### src/rtl/uio_bus_arbiter.sv
// Round-robin owner of the shared uio pad bus with bounded hold and a one-cycle all-OE-low turnaround.
// Grant two edges after request from idle; outputs are combinational from registered state; rdata/rvalid lag the pins by one cycle.
module uio_bus_arbiter #(
  parameter int NREQ     = 4,
  parameter int MAX_HOLD = 16
) (
  input  logic                clk,
  input  logic                rst,
  input  logic [NREQ-1:0]     req,
  input  logic [NREQ-1:0]     wr,
  input  logic [8*NREQ-1:0]   wdata,
  output logic [NREQ-1:0]     gnt,
  output logic [7:0]          rdata,
  output logic                rvalid,
  output logic                busy,
  input  logic [7:0]          uio_in,
  output logic [7:0]          uio_out,
  output logic [7:0]          uio_oe
);

  localparam int IW = (NREQ > 1) ? $clog2(NREQ) : 1;
  localparam int HW = (MAX_HOLD > 1) ? $clog2(MAX_HOLD) : 1;
  localparam logic [HW-1:0] HOLD_LAST = HW'(MAX_HOLD - 1);

  typedef enum logic [1:0] {IDLE, TURN, OWN} state_e;

  state_e          state_q, state_d;
  logic [IW-1:0]   owner_q, owner_d;
  logic            owner_wr_q, owner_wr_d;
  logic [IW-1:0]   rr_ptr_q, rr_ptr_d;
  logic [HW-1:0]   hold_cnt_q, hold_cnt_d;
  logic [7:0]      rdata_q;
  logic            rvalid_q;

  logic [NREQ-1:0] owner_oh;
  logic [NREQ-1:0] others;
  logic [IW:0]     pick_idle;
  logic [IW:0]     pick_rel;

  // Returns {found, index} of the first set bit scanning upward from last+1, wrapping.
  function automatic logic [IW:0] rr_pick(input logic [NREQ-1:0] r, input logic [IW-1:0] last);
    logic [IW:0]   res;
    logic [IW-1:0] sel;
    res = '0;
    for (int k = NREQ; k >= 1; k--) begin
      sel = IW'((int'(last) + k) % NREQ);
      if (r[sel]) res = {1'b1, sel};
    end
    return res;
  endfunction

  assign owner_oh  = NREQ'(1) << owner_q;
  assign others    = req & ~owner_oh;
  assign pick_idle = rr_pick(req, rr_ptr_q);
  // rr_ptr equals the owner while in OWN, so this places the current owner last.
  assign pick_rel  = rr_pick(others, owner_q);

  always_comb begin
    state_d    = state_q;
    owner_d    = owner_q;
    owner_wr_d = owner_wr_q;
    rr_ptr_d   = rr_ptr_q;
    hold_cnt_d = hold_cnt_q;
    gnt        = '0;
    uio_oe     = 8'h00;
    uio_out    = 8'h00;
    case (state_q)
      IDLE: begin
        if (pick_idle[IW]) begin
          owner_d    = pick_idle[IW-1:0];
          owner_wr_d = wr[pick_idle[IW-1:0]];
          state_d    = TURN;
        end
      end
      TURN: begin
        state_d    = OWN;
        hold_cnt_d = '0;
        rr_ptr_d   = owner_q;
      end
      OWN: begin
        gnt = owner_oh;
        if (owner_wr_q) begin
          uio_oe  = 8'hFF;
          uio_out = wdata[{owner_q, 3'b000} +: 8];
        end
        if (hold_cnt_q != HOLD_LAST) hold_cnt_d = hold_cnt_q + 1'b1;
        if (!req[owner_q] || ((hold_cnt_q == HOLD_LAST) && (|others))) begin
          if (pick_rel[IW]) begin
            owner_d    = pick_rel[IW-1:0];
            owner_wr_d = wr[pick_rel[IW-1:0]];
            state_d    = TURN;
          end else begin
            state_d = IDLE;
          end
        end
      end
      default: state_d = IDLE;
    endcase
  end

  always_ff @(posedge clk) begin
    if (rst) begin
      state_q    <= IDLE;
      owner_q    <= '0;
      owner_wr_q <= 1'b0;
      rr_ptr_q   <= IW'(NREQ - 1);
      hold_cnt_q <= '0;
      rdata_q    <= 8'h00;
      rvalid_q   <= 1'b0;
    end else begin
      state_q    <= state_d;
      owner_q    <= owner_d;
      owner_wr_q <= owner_wr_d;
      rr_ptr_q   <= rr_ptr_d;
      hold_cnt_q <= hold_cnt_d;
      rdata_q    <= uio_in;
      rvalid_q   <= (state_q == OWN) && !owner_wr_q;
    end
  end

  assign rdata  = rdata_q;
  assign rvalid = rvalid_q;
  assign busy   = (state_q != IDLE);

endmodule

### config.mk
export PLATFORM = sky130hd
export DESIGN_NAME = uio_bus_arbiter
export DESIGN_NICKNAME = d
export VERILOG_FILES = /design/src/rtl/uio_bus_arbiter.sv
export SDC_FILE = /design/constraint.sdc
export NUM_CORES = 1
export LEC_CHECK = 0
export BUFFER_PORTS_ARGS = -buffer_cell sky130_fd_sc_hd__buf_2
export CAP_MARGIN = 20
export CORE_MARGIN = 4
export CORE_UTILIZATION = 39
export DETAILED_ROUTE_END_ITERATION = 16
export HOLD_SLACK_MARGIN = 0.1
export PLACE_DENSITY = 0.72
export SLEW_MARGIN = 5
export SYNTH_ARGS = -nofsm -noshare
export SYNTH_HDL_FRONTEND = slang
export SYNTH_SLANG_ARGS = --single-unit
### constraint.sdc
create_clock -name clk -period 3.3 [get_ports clk]
set_input_delay 0.66 -clock clk [delete_from_list [all_inputs] [get_ports clk]]
set_output_delay 0.66 -clock clk [all_outputs]
set_load 0.02 [all_outputs]
==> run metrics <==
layout net count 295; total CTS buffers 3; fmax around 400 MHz; EDFF count, synth 0; Finish-stage setup viols 0; post-placement cell count 283; cells along the critical path inv_1, ha_1, nor2b_1, a21oi_1, o32ai_1, a2111oi_2, mux4_2, o2bb2ai_1; synthesized area approximately 0.0015 mm²; DR vias/cell ~5.3; CTS tree built; LEAKAGE 0.000952 µW; wire per inst 13.5 µm; Slew Viols, Final 0; Slew @ Worst Pin 0.489 ns; sequential share of power 0.358; post-route insts no fill 287; core area 0.00374 mm²; GRT Util Overall 0.155; DP Wirelength 3.09 mm; cts hold-fix bufs 0; Seq cells post-synth 20; Placement Rows 22; RSZ-0062 raised after global routing no; Final GP Congestion roughly 0.91; Sw Ratio 0.336; Worst setup EP type register; antenna violations before repair 0; Fin. Hold Viols 0; min Tclk post-route 2.49 ns; vias in the first global route approximately 1.4k; final wirelength roughly 4 mm; internal cell power 523 µW; clk buf depth 2; Sum Neg Setup Slack 0 ns; FFs w/ async S/R, synth 0; clock root buffer clkbuf_8; YS warnings 0; htree depth 1; clock skew 0.00475 ns; Worst path top cell family by delay compound AO/OA/AOI/OAI gates; GR Overflow Total 0; P_sw 264 µW; Hold WC Path Type register to register; clk slew on worst S/H paths 0.07 ns; Synth Net Count 227; Worst path slowest cell mux4_2; worst skew pair latency 0.25 ns; slew margin rel. 0.673; Peak VDD IR between 0.2 and 0.25 mV; vias between 1.5k and 2k; WP data required between 3 and 4 ns; synthesized instance count 172; sequential cell area fraction in the yosys report 0.259; largest net degree at the start of global routing 23; Worst Path Arrival 2.62 ns; Buf/Inv on CP 1; max-cap violations 0; part of the power in the clock network 0.231; Residual DRC 0; Critical Path Source Type register; DIE HEIGHT just over 70 µm; first-pass GRT wire length 6.53 mm; Mapped Avg Cell Area 9.00 µm²; P&R area growth vs syn 26.5%; I/O pins 80; post-synth cell types 44; initial DRC count 101; number of port buffers 79; Post-CTS Setup Bufs 0; DRT Pass-1 Iters 5; Routed Antenna Nets 0; CP max FO 6; Final Cycle Share 0.755; power per cell area 402 mW/mm²; post-CTS sizing 0; Die Span X 71.0 µm; Comb power frac 0.412; Antenna Diode Count 0; Initial Util 0.413; Main synth FF type dfxtp_1; Die Area about 0.005 mm²; fraction of layout cells with a size suffix above 1 0.418; slowest stage delay, CP between 0.5 and 0.6 ns; critical path class register to register; status complete, no violations; CTS sink count 20
## cell usage in the layout, fill, tap and decap left out, types with 2 or more instances in the layout
| cell type | n |
|---|---|
| a21oi_1 | 8 |
| mux2i_1 | 3 |
| inv_1 | 6 |
| nand2_1 | 6 |
| nor2_1 | 14 |
| mux2_2 | 2 |
| nor2b_1 | 17 |
| buf_2 | 79 |
| o211ai_1 | 2 |
| nor3_1 | 8 |
| and3_1 | 10 |
| nand2b_1 | 2 |
| a211o_1 | 2 |
| clkbuf_8 | 4 |
| nand4_1 | 2 |
| mux4_2 | 10 |
| a211oi_1 | 6 |
| and2_1 | 5 |
| o21ai_0 | 2 |
| ha_1 | 5 |
| dfxtp_1 | 20 |
| buf_4 | 3 |
| or2b_1 | 3 |
## cells in the mapped netlist (all sizes together) (2+ instances only)
cell    count  area (µm²)
a211o       2        17.5
a211oi      6        45.0
a21oi       8        40.0
and2        5        31.3
and3       10        62.6
buf        12        96.3
clkbuf      7        26.3
dfxtp      20         400
ha          5        62.6
inv         6        22.5
mux2        2        22.5
mux2i       3        30.0
mux4       10         225
nand2       6        22.5
nand2b      2        12.5
nand4       2        12.5
nor2       14        52.6
nor2b      17         106
nor3        8        40.0
o211ai      2        15.0
o21ai       2        10.0
or2b        3        22.5
## worst reg2reg max path: cells and delay by family (launching register included)
family / cells / cell delay [ns]
AO/OA/AOI/OAI: 4 / 0.86
adder cells (fa/ha/maj): 1 / 0.42
buffers and inverters: 1 / 0.12
flip-flops: 1 / 0.33
multiplexers: 1 / 0.56
AND/OR/NAND/NOR: 1 / 0.09
## sequential cells by signal, indices dropped and copies added, names as in the netlist
signal and cells:
rr_ptr_q 2, state_q 2, rvalid 1, owner_q 2
owner_wr_q 1, rdata 8, hold_cnt_q 4
## per-layer routing
layer	share of wire	global-route usage	vias to the layer above	wire, µm
li1	-	-	759	-
met1	0.41	0.196	696	1610
met4	0.0088	0.0376	0	34
met5	0	0	-	0
met3	0.088	0.0327	6	343
met2	0.49	0.270	70	1900
## power groups by stage
stage	combinational, µW	clock (µW)	sequential [µW]
CTS	327	188	282
global placement	324	0	287
detailed placement	325	0	287
global route	361	202	286
finish	324	182	282
floorplan	242	0	287
## through the flow
stage / total power, µW / worst slack (ns) / hold WS, ns / cell area, µm² / util
final: 788 / 0.808 / 0.564 / 1960 / 0.523
after global routing: 849 / 0.571 / 0.614 / 1960 / 0.523
after CTS: 796 / 0.776 / 0.563 / 1960 / 0.523
after detailed placement: 612 / 0.743 / 0.548 / 1900 / 0.508
after global placement: 610 / 0.784 / 0.539 / 1900 / 0.508
after floorplan: 528 / 0.831 / 0.513 / 1550 / -
## worst paths after layout
path              slack (ns)                    endpoint  cells past startpoint                       start
hold reg to reg         0.56  hold_cnt_q[2]$_SDFFE_PP0P_                      2  hold_cnt_q[2]$_SDFFE_PP0P_
setup / recovery        0.81     owner_wr_q$_SDFFE_PP0P_                      8     owner_q[1]$_SDFFE_PP0P_
hold / removal          0.56  hold_cnt_q[2]$_SDFFE_PP0P_                      2  hold_cnt_q[2]$_SDFFE_PP0P_
setup reg to reg        0.81     owner_wr_q$_SDFFE_PP0P_                      8     owner_q[1]$_SDFFE_PP0P_
## cells by family (layout without fill, tap and decap cells)
| logic type | after synthesis | after routing | share of synthesized area |
|---|---|---|---|
| simple gates | 74 | 74 | 0.269 |
| compound gates | 33 | 33 | 0.158 |
| buf+inv | 25 | 92 | 0.0938 |
| flops | 20 | 20 | 0.259 |
| mux | 15 | 15 | 0.179 |
| fa+ha+maj | 5 | 5 | 0.0404 |
## area by class of cell
type / count / area, µm²
Inverter: 6 / 22.5
Tap cell: 48 / 60.1
Clock buffer: 4 / 55.1
Timing Repair Buffer: 82 / 418
Fill cell: 374 / 1790
Multi-Input combinational cell: 127 / 1000
Sequential cell: 20 / 400
No activity file was read; power rests on OpenSTA's default activity.
